===== config.mk =====
export PLATFORM = sky130hd
export DESIGN_NAME = jmp_hazard_ctrl_flat
export DESIGN_NICKNAME = d
export VERILOG_FILES = /design/src/rtl/jmp_hazard_ctrl_if.sv /design/src/rtl/jmp_hazard_ctrl.sv /design/src/flat_wrapper.sv
export SDC_FILE = /design/constraint.sdc
export NUM_CORES = 1
export LEC_CHECK = 0
export BUFFER_PORTS_ARGS = -buffer_cell sky130_fd_sc_hd__buf_2
export CAP_MARGIN = 0
export CORE_MARGIN = 4
export CORE_UTILIZATION = 29
export DETAILED_ROUTE_END_ITERATION = 16
export HOLD_SLACK_MARGIN = 0.02
export PLACE_DENSITY = 0.52
export SYNTH_ARGS = -nofsm -noshare
export SYNTH_HDL_FRONTEND = slang
export SYNTH_SLANG_ARGS = --single-unit

===== constraint.sdc =====
create_clock -name clk -period 4.4 [get_ports clk]
set_input_delay 0.22 -clock clk [delete_from_list [all_inputs] [get_ports clk]]
set_output_delay 0.22 -clock clk [all_outputs]
set_load 0.01 [all_outputs]

===== src/rtl/jmp_hazard_ctrl_if.sv =====
// Handshake bundle between the decode-stage control unit and the JMP/CALL
// sequencing controller: jump request, hazard sources, stack push handshake
// and the resulting pipeline steering signals.
interface jmp_hazard_ctrl_if;
  logic       jmp_group;
  logic       brx;
  logic [2:0] rb_id;
  logic       we_ex;
  logic [2:0] dest_ex;
  logic       we_mem;
  logic [2:0] dest_mem;
  logic       we_wb;
  logic [2:0] dest_wb;
  logic       hold;
  logic       push_ack;
  logic       stall_fd;
  logic       bubble_ex;
  logic       pc_load;
  logic       flush_if;
  logic       push_req;
  logic       busy;

  // Pipeline side: drives the request and hazard sources, receives steering.
  modport master (
    output jmp_group, brx, rb_id, we_ex, dest_ex, we_mem, dest_mem,
           we_wb, dest_wb, hold, push_ack,
    input  stall_fd, bubble_ex, pc_load, flush_if, push_req, busy
  );

  // Controller side.
  modport slave (
    input  jmp_group, brx, rb_id, we_ex, dest_ex, we_mem, dest_mem,
           we_wb, dest_wb, hold, push_ack,
    output stall_fd, bubble_ex, pc_load, flush_if, push_req, busy
  );
endinterface


===== src/rtl/jmp_hazard_ctrl.sv =====
// JMP/CALL sequencing controller for the decode stage. Stalls fetch/decode
// for as many cycles as the nearest in-flight producer of the jump-target
// register needs, runs the CALL return-address push handshake, then issues
// a one-cycle PC load with an IF/ID flush. Outputs are Mealy.
module jmp_hazard_ctrl (
  input  logic               clk,
  input  logic               rst_n,
  jmp_hazard_ctrl_if.slave   bus
);

  localparam logic [1:0] ST_IDLE    = 2'd0;
  localparam logic [1:0] ST_WAIT    = 2'd1;
  localparam logic [1:0] ST_RESOLVE = 2'd2;
  localparam logic [1:0] ST_PUSH    = 2'd3;

  logic [1:0] state_q, state_d;
  logic [1:0] cnt_q, cnt_d;
  logic [1:0] depth;

  logic stall_fd_c, bubble_ex_c, pc_load_c, flush_if_c, push_req_c;

  // Hazard depth on rb: the nearest stage holding a pending write wins.
  always_comb begin
    if (bus.we_ex && bus.dest_ex == bus.rb_id)
      depth = 2'd3;
    else if (bus.we_mem && bus.dest_mem == bus.rb_id)
      depth = 2'd2;
    else if (bus.we_wb && bus.dest_wb == bus.rb_id)
      depth = 2'd1;
    else
      depth = 2'd0;
  end

  // Next-state, counter and Mealy output decode.
  always_comb begin
    // NOTE: every signal assigned here gets a default first so no path
    // through the case can leave one unassigned and infer a latch.
    state_d     = state_q;
    cnt_d       = cnt_q;
    stall_fd_c  = 1'b0;
    bubble_ex_c = 1'b0;
    pc_load_c   = 1'b0;
    flush_if_c  = 1'b0;
    push_req_c  = 1'b0;

    case (state_q)
      ST_IDLE: begin
        if (bus.jmp_group && !bus.hold) begin
          if (depth >= 2'd2) begin
            stall_fd_c  = 1'b1;
            bubble_ex_c = 1'b1;
            cnt_d       = depth - 2'd1;
            state_d     = ST_WAIT;
          end else if (depth == 2'd1) begin
            stall_fd_c  = 1'b1;
            bubble_ex_c = 1'b1;
            state_d     = ST_RESOLVE;
          end else if (!bus.brx) begin
            // No hazard, JMP: redirect right away.
            pc_load_c  = 1'b1;
            flush_if_c = 1'b1;
          end else begin
            // No hazard, CALL: start the push in this same cycle.
            push_req_c  = 1'b1;
            stall_fd_c  = 1'b1;
            bubble_ex_c = 1'b1;
            if (bus.push_ack) begin
              pc_load_c  = 1'b1;
              flush_if_c = 1'b1;
            end else begin
              state_d = ST_PUSH;
            end
          end
        end
      end

      ST_WAIT: begin
        stall_fd_c  = 1'b1;
        bubble_ex_c = 1'b1;
        if (!bus.hold) begin
          cnt_d = cnt_q - 2'd1;
          if (cnt_q == 2'd1)
            state_d = ST_RESOLVE;
        end
      end

      ST_RESOLVE: begin
        if (bus.brx) begin
          stall_fd_c  = 1'b1;
          bubble_ex_c = 1'b1;
        end
        if (!bus.hold) begin
          if (!bus.brx) begin
            pc_load_c  = 1'b1;
            flush_if_c = 1'b1;
            state_d    = ST_IDLE;
          end else begin
            push_req_c = 1'b1;
            if (bus.push_ack) begin
              pc_load_c  = 1'b1;
              flush_if_c = 1'b1;
              state_d    = ST_IDLE;
            end else begin
              state_d = ST_PUSH;
            end
          end
        end
      end

      ST_PUSH: begin
        // hold is ignored here: an ack is consumed whenever it arrives.
        push_req_c  = 1'b1;
        stall_fd_c  = 1'b1;
        bubble_ex_c = 1'b1;
        if (bus.push_ack) begin
          pc_load_c  = 1'b1;
          flush_if_c = 1'b1;
          state_d    = ST_IDLE;
        end
      end

      default: state_d = ST_IDLE;
    endcase
  end

  // Outputs are forced low while reset is asserted.
  always_comb begin
    bus.stall_fd  = rst_n & stall_fd_c;
    bus.bubble_ex = rst_n & bubble_ex_c;
    bus.pc_load   = rst_n & pc_load_c;
    bus.flush_if  = rst_n & flush_if_c;
    bus.push_req  = rst_n & push_req_c;
    bus.busy      = rst_n & (state_q != ST_IDLE);
  end

  // State and counter registers with synchronous reset.
  always_ff @(posedge clk) begin
    // NOTE: sequential state uses non-blocking assignments so every flop
    // samples the pre-edge values regardless of statement order.
    if (!rst_n) begin
      state_q <= ST_IDLE;
      cnt_q   <= 2'd0;
    end else begin
      state_q <= state_d;
      cnt_q   <= cnt_d;
    end
  end

endmodule


===== src/flat_wrapper.sv =====
// flat-port wrapper written by rule: the top's interface ports become plain ports
module jmp_hazard_ctrl_flat 
  (clk, rst_n, bus_jmp_group, bus_brx, bus_rb_id, bus_we_ex, bus_dest_ex, bus_we_mem, bus_dest_mem, bus_we_wb, bus_dest_wb, bus_hold, bus_push_ack, bus_stall_fd, bus_bubble_ex, bus_pc_load, bus_flush_if, bus_push_req, bus_busy);
  jmp_hazard_ctrl_if bus_i ();
  input  logic clk;
  input  logic rst_n;
  input wire logic [$bits(bus_i.jmp_group)-1:0] bus_jmp_group;
  input wire logic [$bits(bus_i.brx)-1:0] bus_brx;
  input wire logic [$bits(bus_i.rb_id)-1:0] bus_rb_id;
  input wire logic [$bits(bus_i.we_ex)-1:0] bus_we_ex;
  input wire logic [$bits(bus_i.dest_ex)-1:0] bus_dest_ex;
  input wire logic [$bits(bus_i.we_mem)-1:0] bus_we_mem;
  input wire logic [$bits(bus_i.dest_mem)-1:0] bus_dest_mem;
  input wire logic [$bits(bus_i.we_wb)-1:0] bus_we_wb;
  input wire logic [$bits(bus_i.dest_wb)-1:0] bus_dest_wb;
  input wire logic [$bits(bus_i.hold)-1:0] bus_hold;
  input wire logic [$bits(bus_i.push_ack)-1:0] bus_push_ack;
  output wire logic [$bits(bus_i.stall_fd)-1:0] bus_stall_fd;
  output wire logic [$bits(bus_i.bubble_ex)-1:0] bus_bubble_ex;
  output wire logic [$bits(bus_i.pc_load)-1:0] bus_pc_load;
  output wire logic [$bits(bus_i.flush_if)-1:0] bus_flush_if;
  output wire logic [$bits(bus_i.push_req)-1:0] bus_push_req;
  output wire logic [$bits(bus_i.busy)-1:0] bus_busy;
  assign bus_i.jmp_group = bus_jmp_group;
  assign bus_i.brx = bus_brx;
  assign bus_i.rb_id = bus_rb_id;
  assign bus_i.we_ex = bus_we_ex;
  assign bus_i.dest_ex = bus_dest_ex;
  assign bus_i.we_mem = bus_we_mem;
  assign bus_i.dest_mem = bus_dest_mem;
  assign bus_i.we_wb = bus_we_wb;
  assign bus_i.dest_wb = bus_dest_wb;
  assign bus_i.hold = bus_hold;
  assign bus_i.push_ack = bus_push_ack;
  assign bus_stall_fd = bus_i.stall_fd;
  assign bus_bubble_ex = bus_i.bubble_ex;
  assign bus_pc_load = bus_i.pc_load;
  assign bus_flush_if = bus_i.flush_if;
  assign bus_push_req = bus_i.push_req;
  assign bus_busy = bus_i.busy;
  jmp_hazard_ctrl u_core (.clk(clk), .rst_n(rst_n), .bus(bus_i));
endmodule

==> run_summary.xml <==
<?xml version="1.0" encoding="UTF-8"?>
<metrics>
  <group name="cts">
    <metric name="cts_setup_buffers" unit="">0</metric>
    <metric name="cts_inserted_buffers" unit="">3</metric>
    <metric name="clock_insertion_delay_worst_skew" unit="ps">240</metric>
    <metric name="cts.hold.buffers_added" unit="">0</metric>
    <metric name="clock-sinks" unit="">4</metric>
    <metric name="path_clk_slew" unit="ps">40</metric>
    <metric name="cts-resized-gates" unit="">0</metric>
    <metric name="cts.path.max_buffers" unit="">2</metric>
    <metric name="cts_root_buffer" unit="">clkbuf_4</metric>
    <metric name="cts_max_level" unit="">1</metric>
    <metric name="tritoncts" unit="">yes</metric>
  </group>
  <group name="sta">
    <metric name="min_period" unit="ps">2210</metric>
    <metric name="tns" unit="ps">0</metric>
    <metric name="timing.final.hold_violations" unit="">0</metric>
    <metric name="max_clock_freq" unit="MHz">452.5</metric>
    <metric name="setup_viol_count_final" unit="">0</metric>
    <metric name="report.final.slew_viol_count" unit="">0</metric>
    <metric name="tightestPinTransition" unit="ps">394.2</metric>
    <metric name="max-slew-margin-rel" unit="%">73.69</metric>
    <metric name="grt_setup_unrepaired" unit="">false</metric>
    <metric name="finalCritPeriodShare" unit="%">50.23</metric>
    <metric name="final.setup_skew" unit="ps">3.762</metric>
  </group>
  <group name="placed_design">
    <metric name="io_buffer_count" unit="">26</metric>
    <metric name="hpwl" unit="mm">1.286</metric>
    <metric name="routabilityCongestion" unit="">0.8662</metric>
  </group>
  <group name="detailed_routing">
    <metric name="routed_wirelength" unit="mm">1.486</metric>
    <metric name="avgRoutedWirePerCell" unit="um">11.98</metric>
    <metric name="drt_iter0_markers" unit="">33</metric>
    <metric name="vias" unit="">658</metric>
    <metric name="routed_via_density" unit="">5.306</metric>
    <metric name="detail_route.first_pass.iterations" unit="">4</metric>
    <metric name="ant_nets" unit="">0</metric>
    <metric name="drcViolationCount" unit="">0</metric>
  </group>
  <group name="floorplanning">
    <metric name="floorplan.rows" unit="">15</metric>
    <metric name="boundaryPins" unit="">27</metric>
    <metric name="initial_util" unit="%">32.22</metric>
    <metric name="dieHeight" unit="um">52.74</metric>
    <metric name="coreArea" unit="um2">1802</metric>
    <metric name="die_w" unit="um">52.74</metric>
    <metric name="die_area" unit="um2">2782</metric>
  </group>
  <group name="grt">
    <metric name="overflow" unit="">0</metric>
    <metric name="grtUsageMet3" unit="%">4.843</metric>
    <metric name="grt_util_all_layers" unit="%">12.13</metric>
    <metric name="met2_usage" unit="%">21.28</metric>
    <metric name="grt_antenna_before_repair" unit="">0</metric>
    <metric name="grt_first_pass_wirelength" unit="mm">2.470</metric>
    <metric name="grt_pass1_vias" unit="">615</metric>
    <metric name="global_route.peak_usage_layer" unit="">met2</metric>
    <metric name="gr-usage-met1" unit="%">13.11</metric>
    <metric name="grt_max_degree" unit="">13</metric>
  </group>
  <group name="yosys">
    <metric name="synthXorXnorAreaFrac" unit="%">16.16</metric>
    <metric name="synthCells" unit="">74</metric>
    <metric name="synth.area.mux_share" unit="%">1.724</metric>
    <metric name="synth-simple-area-share" unit="%">19.40</metric>
    <metric name="largest_area_contributor_in_the_synthesized_netlist" unit="">dfxtp_1</metric>
    <metric name="synth_area_per_cell" unit="um2">7.845</metric>
    <metric name="synth-seq-area-share" unit="%">13.79</metric>
    <metric name="post_synth_fa_ha_maj_area_fraction" unit="%">8.621</metric>
    <metric name="ys_types" unit="">29</metric>
    <metric name="synth.area.top_cells" unit="">dfxtp_1, xnor2_1, ha_1</metric>
    <metric name="postSynthRegisterBits" unit="">4</metric>
    <metric name="proportion_of_netlist_area_held_by_the_largest_area_contributor" unit="%">13.79</metric>
    <metric name="syn_nets" unit="">99</metric>
    <metric name="combinational_family_with_the_most_area_after_synthesis" unit="">compound AO/OA/AOI/OAI gates</metric>
    <metric name="synth_warnings" unit="">0</metric>
    <metric name="synth_compound_gate_area_share" unit="%">28.66</metric>
    <metric name="netlist_area" unit="um2">580.6</metric>
  </group>
  <group name="pwr">
    <metric name="clockPowerShare" unit="%">28.8</metric>
    <metric name="irDropWorstVdd" unit="V">0.0001122</metric>
    <metric name="pwr-share-comb" unit="%">43.6</metric>
    <metric name="pwr_cell_area" unit="nW/um2">216.2</metric>
    <metric name="internal_power" unit="mW">0.1006</metric>
    <metric name="netSwitchingFraction" unit="%">35.99</metric>
    <metric name="total_leakage_power" unit="nW">0.3331</metric>
    <metric name="net-switching-power" unit="mW">0.05657</metric>
    <metric name="finalPower" unit="mW">0.1572</metric>
    <metric name="seq_power_share" unit="%">27.7</metric>
  </group>
  <group name="flow_run">
    <metric name="drv.max_cap_violation_count" unit="">0</metric>
  </group>
  <group name="min_path">
    <metric name="worstHoldPathCells" unit="">3</metric>
    <metric name="hold_path_class" unit="">in -&gt; reg</metric>
  </group>
  <group name="cells_and_area">
    <metric name="num_antenna_cells" unit="">0</metric>
    <metric name="post_route_cells_drive_above_1_share" unit="%">36.36</metric>
    <metric name="finalCoreUtilization" unit="%">40.35</metric>
    <metric name="synthToLayoutAreaGrowth" unit="%">25.22</metric>
    <metric name="number_of_nets_at_the_end_of_the_flow" unit="">126</metric>
  </group>
  <group name="setup_path">
    <metric name="arrival_time_of_the_worst_setup_path" unit="ps">1990</metric>
    <metric name="worst_setup_path_start_kind" unit="">input pin</metric>
    <metric name="crit_type" unit="">in -&gt; out</metric>
    <metric name="crit_path_max_fanout" unit="">3</metric>
    <metric name="worst_endpoint_required_time" unit="ps">4180</metric>
    <metric name="worst_setup_ep_type" unit="">primary output</metric>
    <metric name="timing.reg2reg.worst_path_depth" unit="">4</metric>
  </group>
  <group name="status">
    <metric name="run_status" unit="">complete, no violations</metric>
  </group>
</metrics>
==> power groups by stage <==
| stage | registers [mW] | logic [mW] | clock network, mW |
|---|---|---|---|
| after floorplan | 0.0407 | 0.0502 | 0 |
| after detailed placement | 0.0439 | 0.0687 | 0 |
| after CTS | 0.0434 | 0.0691 | 0.0475 |
| final | 0.0435 | 0.0685 | 0.0452 |
| after global placement | 0.0441 | 0.0696 | 0 |
| after global routing | 0.0439 | 0.0772 | 0.0504 |
==> layout make-up <==
| type | count | area, um2 |
|---|---|---|
| clock buffers | 3 | 22.52 |
| fillers | 202 | 1075 |
| inverters | 8 | 30.03 |
| multi-input cells | 58 | 432.9 |
| flip-flops and latches | 4 | 80.08 |
| well taps | 25 | 31.28 |
| repair buffers | 26 | 130.1 |
==> synth_stat cells <==
master and instances:
a21o_1 1, a21oi_1 7, inv_1 7, o311ai_0 1, and4_1 1, xnor2_1 7, nor2_1 5, o2111ai_1 1
buf_4 2, o311a_1 2, buf_6 2, ha_1 4, a221oi_2 1, nand2b_1 1, a31o_1 1, a31oi_1 1
nor4_1 1, xnor2_2 2, nand4_1 3, inv_2 1, mux2i_1 1, and2_2 1, nand4_2 2, o22ai_1 3
a211oi_1 1, o21ai_0 6, nand2_1 3, nand3_1 2, dfxtp_1 4
==> metrics by stage <==
step                instances  hold WS, ps  cell area [um2]  worst slack, ps
detailed placement        121        475.1            704.4             2179
floorplan                  74        384.1            580.6             2394
finish                    124        304.1            726.9             2190
CTS                       124        298.0            726.9             2168
global route              124        331.7            726.9             1964
global placement          121        475.4            704.4             2260
==> sequential cells by signal, indices dropped and copies added, names as in the netlist <==
register	flops
u_core.cnt_q	2
u_core.state_q	2
==> logic make-up after synthesis <==
family	after synthesis
fa+ha+maj	4
mux	1
simple gates	19
flops	4
compound gates	25
buf+inv	12
xor+xnor	9
==> critical path, cell delays in order <==
cell,delay [ps]
buf_2,130
xnor2_1,210
and4_1,270
o21ai_0,170
ha_1,270
nor4_1,230
nand4_1,150
a21oi_1,180
buf_2,160
==> routing by layer <==
layer  up-vias  routed length, um  share of wire, %
li1        323                  -                 -
met1       298                598                40
met2        35                744                50
met3         2                135               9.1
met4         0                  8              0.54
met5         -                  0                 0
==> cells in the final DEF, fill, tap and decap left out, types with 2 or more instances in the layout <==
cell type | synthesis | final
nor2_1 | 5 | 5
ha_1 | 4 | 4
nand4_2 | 2 | 2
dfxtp_1 | 4 | 4
nand4_1 | 3 | 3
a21oi_1 | 7 | 7
inv_1 | 7 | 7
o21ai_0 | 6 | 6
nand3_1 | 2 | 2
clkbuf_4 | 0 | 3
o311a_1 | 2 | 2
nand2_1 | 3 | 3
buf_2 | 0 | 26
o22ai_1 | 3 | 3
xnor2_2 | 2 | 2
xnor2_1 | 7 | 7
==> worst paths after layout <==
path | endpoint | start | slack, ps
setup / recovery | bus_flush_if | bus_rb_id[1] | 2190
setup reg to reg | u_core.cnt_q[1]$_SDFFE_PN0P_ | u_core.state_q[0]$_SDFFE_PN0P_ | 3030
hold / removal | u_core.state_q[1]$_SDFFE_PN0P_ | rst_n | 300
hold reg to reg | u_core.cnt_q[1]$_SDFFE_PN0P_ | u_core.cnt_q[1]$_SDFFE_PN0P_ | 480
No activity file was read; power rests on OpenSTA's default activity.
